==> src/rtl/alu_seq_ctrl.sv <==
// alu_seq_ctrl: handshake sequencer for the ALU with iterative MUL, flag register and jump resolution
module alu_seq_ctrl #(
    parameter int N = 32
) (
    input  logic         clk,
    input  logic         rst,
    input  logic         op_valid,
    output logic         op_ready,
    input  logic [4:0]   op_ctrl,
    input  logic [N-1:0] op_a,
    input  logic [N-1:0] op_b,
    output logic         res_valid,
    input  logic         res_ready,
    output logic [N-1:0] res_data,
    output logic         res_taken,
    output logic         res_err,
    output logic [3:0]   flags,
    output logic         busy
);
    localparam int CW = $clog2(N);
    typedef enum logic [1:0] {IDLE, EXEC, MUL, DONE} state_t;
    state_t         state;
    logic [4:0]     code;
    logic [N-1:0]   a, b, acc, mcand, mplier, acc_next, exec_res;
    logic [CW-1:0]  cnt;
    logic [N:0]     sum, diff;
    logic           exec_err, exec_taken, fz, fn, fv, v_add, v_sub;
    logic [3:0]     exec_flags;
    assign fz = flags[3];
    assign fn = flags[2];
    assign fv = flags[0];
    assign op_ready = state == IDLE;
    assign busy = state != IDLE;
    assign sum = {1'b0, a} + {1'b0, b};
    assign diff = {1'b0, a} - {1'b0, b};
    assign v_add = (a[N-1] == b[N-1]) && (sum[N-1] != a[N-1]);
    assign v_sub = (a[N-1] != b[N-1]) && (diff[N-1] != a[N-1]);
    assign acc_next = acc + (mplier[0] ? mcand : '0);
    always_comb begin
        exec_res = '0;
        exec_err = 1'b0;
        exec_taken = 1'b0;
        case (code)
            5'd1, 5'd17, 5'd19: exec_res = sum[N-1:0];
            5'd2:  exec_res = diff[N-1:0];
            5'd4:  exec_res = a;
            5'd9:  exec_res = a & b;
            5'd10: exec_res = a | b;
            5'd11: exec_res = a ^ b;
            5'd12: exec_res = ~a;
            5'd25: begin exec_res = a; exec_taken = fz; end
            5'd26: begin exec_res = a; exec_taken = !fz; end
            5'd27: begin exec_res = a; exec_taken = !fz && (fn == fv); end
            5'd28: begin exec_res = a; exec_taken = fn == fv; end
            5'd29: begin exec_res = a; exec_taken = fn != fv; end
            5'd30: begin exec_res = a; exec_taken = fz || (fn != fv); end
            default: exec_err = 1'b1;
        endcase
        // sub reports C as "no borrow", i.e. A >= B unsigned
        exec_flags = code == 5'd1 ? {sum[N-1:0] == '0, sum[N-1], sum[N], v_add} :
                     code == 5'd2 ? {diff[N-1:0] == '0, diff[N-1], !diff[N], v_sub} : flags;
    end
    always_ff @(posedge clk) begin
        if (rst) begin
            state     <= IDLE;
            res_valid <= 1'b0;
            res_data  <= '0;
            res_taken <= 1'b0;
            res_err   <= 1'b0;
            flags     <= 4'b0000;
            cnt       <= '0;
            code      <= '0;
            a         <= '0;
            b         <= '0;
            acc       <= '0;
            mcand     <= '0;
            mplier    <= '0;
        end else begin
            case (state)
                IDLE: if (op_valid) begin
                    code   <= op_ctrl;
                    a      <= op_a;
                    b      <= op_b;
                    acc    <= '0;
                    mcand  <= op_a;
                    mplier <= op_b;
                    cnt    <= '0;
                    state  <= op_ctrl == 5'd3 ? MUL : EXEC;
                end
                EXEC: begin
                    res_data  <= exec_res;
                    res_taken <= exec_taken;
                    res_err   <= exec_err;
                    flags     <= exec_flags;
                    res_valid <= 1'b1;
                    state     <= DONE;
                end
                MUL: begin
                    acc    <= acc_next;
                    mcand  <= mcand << 1;
                    mplier <= mplier >> 1;
                    cnt    <= cnt + 1'b1;
                    if (cnt == CW'(N - 1)) begin
                        res_data  <= acc_next;
                        res_taken <= 1'b0;
                        res_err   <= 1'b0;
                        flags     <= {acc_next == '0, acc_next[N-1], flags[1:0]};
                        res_valid <= 1'b1;
                        state     <= DONE;
                    end
                end
                DONE: if (res_ready) begin
                    res_valid <= 1'b0;
                    state     <= IDLE;
                end
                default: state <= IDLE;
            endcase
        end
    end
endmodule
==> config.mk <==
export PLATFORM = sky130hd
export DESIGN_NAME = alu_seq_ctrl
export DESIGN_NICKNAME = d
export VERILOG_FILES = /design/src/rtl/alu_seq_ctrl.sv
export SDC_FILE = /design/constraint.sdc
export NUM_CORES = 1
export LEC_CHECK = 0
export CORE_UTILIZATION = 50
export DETAILED_ROUTE_END_ITERATION = 10
export PLACE_DENSITY = 0.69
export SLEW_MARGIN = 20
export SYNTH_ARGS = -nofsm -noshare
export SYNTH_HDL_FRONTEND = slang
export SYNTH_SLANG_ARGS = --single-unit
==> constraint.sdc <==
create_clock -name clk -period 4.9 [get_ports clk]
set_clock_uncertainty 0.05 [all_clocks]
set_input_delay 0.98 -clock clk [delete_from_list [all_inputs] [get_ports clk]]
set_output_delay 0.98 -clock clk [all_outputs]
set_load 0.02 [all_outputs]
==> results.ini <==
[run_status]
status = finished, final reports clean

[synth]
synth-edff-count = 0
ys_seq_elements = 211
synth_cells = 2226
syn_avg_cell_area_um2 = 7.53
synth_warnings = 0
yosys.cell_count.top_type = nand2_1
synth_flop_cell = dfxtp_1
seq_area_frac_synth_pct = 25.2
synth_area_leaders = dfxtp_1, ha_1, a21oi_1, nand2_1, nor2_1
syn_nets = 2444
syn_area_um2 = 16800
synth_top_area_share_pct = 25.2
synth_commonest_cells = nand2_1, nor2_1, dfxtp_1, a21oi_1, ha_1
yosysTopAreaCell = dfxtp_1
async_flop_share_pct = 0
ys_types = 87

[layout]
design_area_um2 = 19300
drive_above_1_share_pct = 7.01
final_util_pct = 58.7
diodes = 0
layout.nets = 2468
syn2layout_area_growth_pct = 14.8
finalNonFillerCells = 2710

[worst_setup_path]
cp_slowest_stage_delay_ps = 520
crit_buf_inv = 0
cp_max_fo = 10
cp_top_family = compound AO/OA/AOI/OAI gates
arrival_ps = 4660
path_cells = and2_1 -> ha_1 -> fa_1 -> a211oi_1 -> o211ai_1 -> a41oi_1 -> o21ai_1 -> a21o_1 -> a21oi_1 -> xnor2_1 -> or4b_1 -> nor4_1 -> nand4_1 -> nand3_1
ff2ff_setup_slack_ps = 700
slowest_stage = or4b_1
path_class = flop to flop
worstPathRequired_ps = 5360
start_kind = flop
endpoint_kind = flop

[sta]
fmax_mhz = 238
finalHoldViolCount = 0
fin_crit_sh_pct = 85.6
setup_viol = 0
slew_headroom_pct = 25.0
fin_hold_ws_ps = 410
tightest_slew_ps = 1120
drv_slew = 0
tns_ps = 0
fin_ws_ps = 704
rsz0062_at_grt = false
timing.final.crit_period_ps = 4200

[drt]
vias = 17200
ant_nets = 0
post_drt_wl_per_cell_um = 22.7
postRouteWirelength_um = 61500
via_per_inst = 6.34
firstDrtPassIters = 7
drc = 0
drt-initial-drc-count = 1519

[placed_design]
place_area_um2 = 18200
placedCellCount = 2664
dp_slack_ps = 782
hpwl_um = 45600
globalplace.congestion = 1.00
io_buffers = 113

[floorplanning]
die_h_um = 185
die-area_um2 = 34300
rows = 66
ioPinCount = 114
start_util_pct = 51.1
core_region_area_um2 = 32800
chipWidth_um = 185

[clock_tree]
cts-root-buf = clkbuf_16
cts.clk_slew.worst_paths_ps = 60
clock_latency_ps = 570
clockBufferDepth = 3
numClockSinks = 211
h-tree-depth = 1
cts_setup_buffers = 0
ctsHoldBuffers = 0
cts_made_buffers = 26
cts_tree = done
ctsResizeCount = 0

[pwr]
power.leakage_nw = 7.60
power_mw = 10.7
powerDensity_nw_per_um2 = 558
peakVddDrop_mv = 0.661

[grt]
grt_first_pass_wirelength_um = 93000
grt_antenna_before_repair = 2
grt_pass1_vias = 15900
overflow = 0
grt.total_usage_pct = 35.5
grt_max_degree = 100

[worst_hold_path]
min_path_type = flop to flop

[run]
drv_cap = 0

-- registers in the layout (all words and copies together), names as in the netlist --
signal     cells
a             32
acc           32
b             32
mcand         32
mplier        32
res_data      32
cnt            5
code           5
flags          4
state          2
res_err        1
res_taken      1
res_valid      1
-- path summary, 6_finish.rpt --
check / startpoint / endpoint / cells after the start
setup / recovery: mplier[0]$_SDFFE_PP0P_ / flags[3]$_SDFFE_PP0P_ / 14
hold / removal: res_data[22]$_SDFFE_PP0P_ / res_data[22]$_SDFFE_PP0P_ / 2
setup reg to reg: mplier[0]$_SDFFE_PP0P_ / flags[3]$_SDFFE_PP0P_ / 14
hold reg to reg: res_data[22]$_SDFFE_PP0P_ / res_data[22]$_SDFFE_PP0P_ / 2
-- where the power goes --
group	total (mW)	internal (mW)	switching [mW]	leakage [nW]
Clock	2.32	1.45	0.868	0.497
Combinational	5.92	2.08	3.83	5.37
Sequential	2.51	2.13	0.374	1.73
-- per-layer routing --
layer	share of wire, %	up-vias	global-route usage (%)
li1	-	8054	-
met1	45	8218	49.2
met2	42	772	53.5
met3	7.5	143	4.38
met4	5.5	0	18.9
met5	0	-	0
-- cell usage in the layout (no fill, tap or decap), drive strengths merged, types with 34 or more instances in the layout --
cell type,Yosys,layout
a21o,34,34
inv,110,114
nand2,251,251
a211oi,87,87
xnor2,65,65
a22oi,45,45
nor2,238,238
dfxtp,211,211
mux2i,70,70
buf,22,42
ha,142,142
nor3,64,64
o21ai,107,107
clkdlybuf4s50,0,112
a21oi,196,196
and2,43,43
a221oi,48,48
-- layout make-up --
cell class	instances	area [um2]
repair buffers	154	1460
clock buffers	26	651
inverters	111	417
clock inverters	20	363
flip-flops and latches	211	4230
fillers	3109	13500
multi-input cells	1746	11600
well taps	442	553
-- cell families after synthesis --
group	share of synthesized area, %
XOR/XNOR	4.13
AND/OR/NAND/NOR	20.7
flip-flops	25.2
adder cells (fa/ha/maj)	11.0
multiplexers	6.13
buffers and inverters	6.13
AO/OA/AOI/OAI	26.8
-- worst register-to-register path, delay by kind of cell (launching register included) --
family | cells | cell delay, ps
flops | 1 | 390
xor+xnor | 1 | 150
simple gates | 5 | 1290
fa+ha+maj | 2 | 710
compound gates | 6 | 1560
Power figures use the tool's default switching activity.
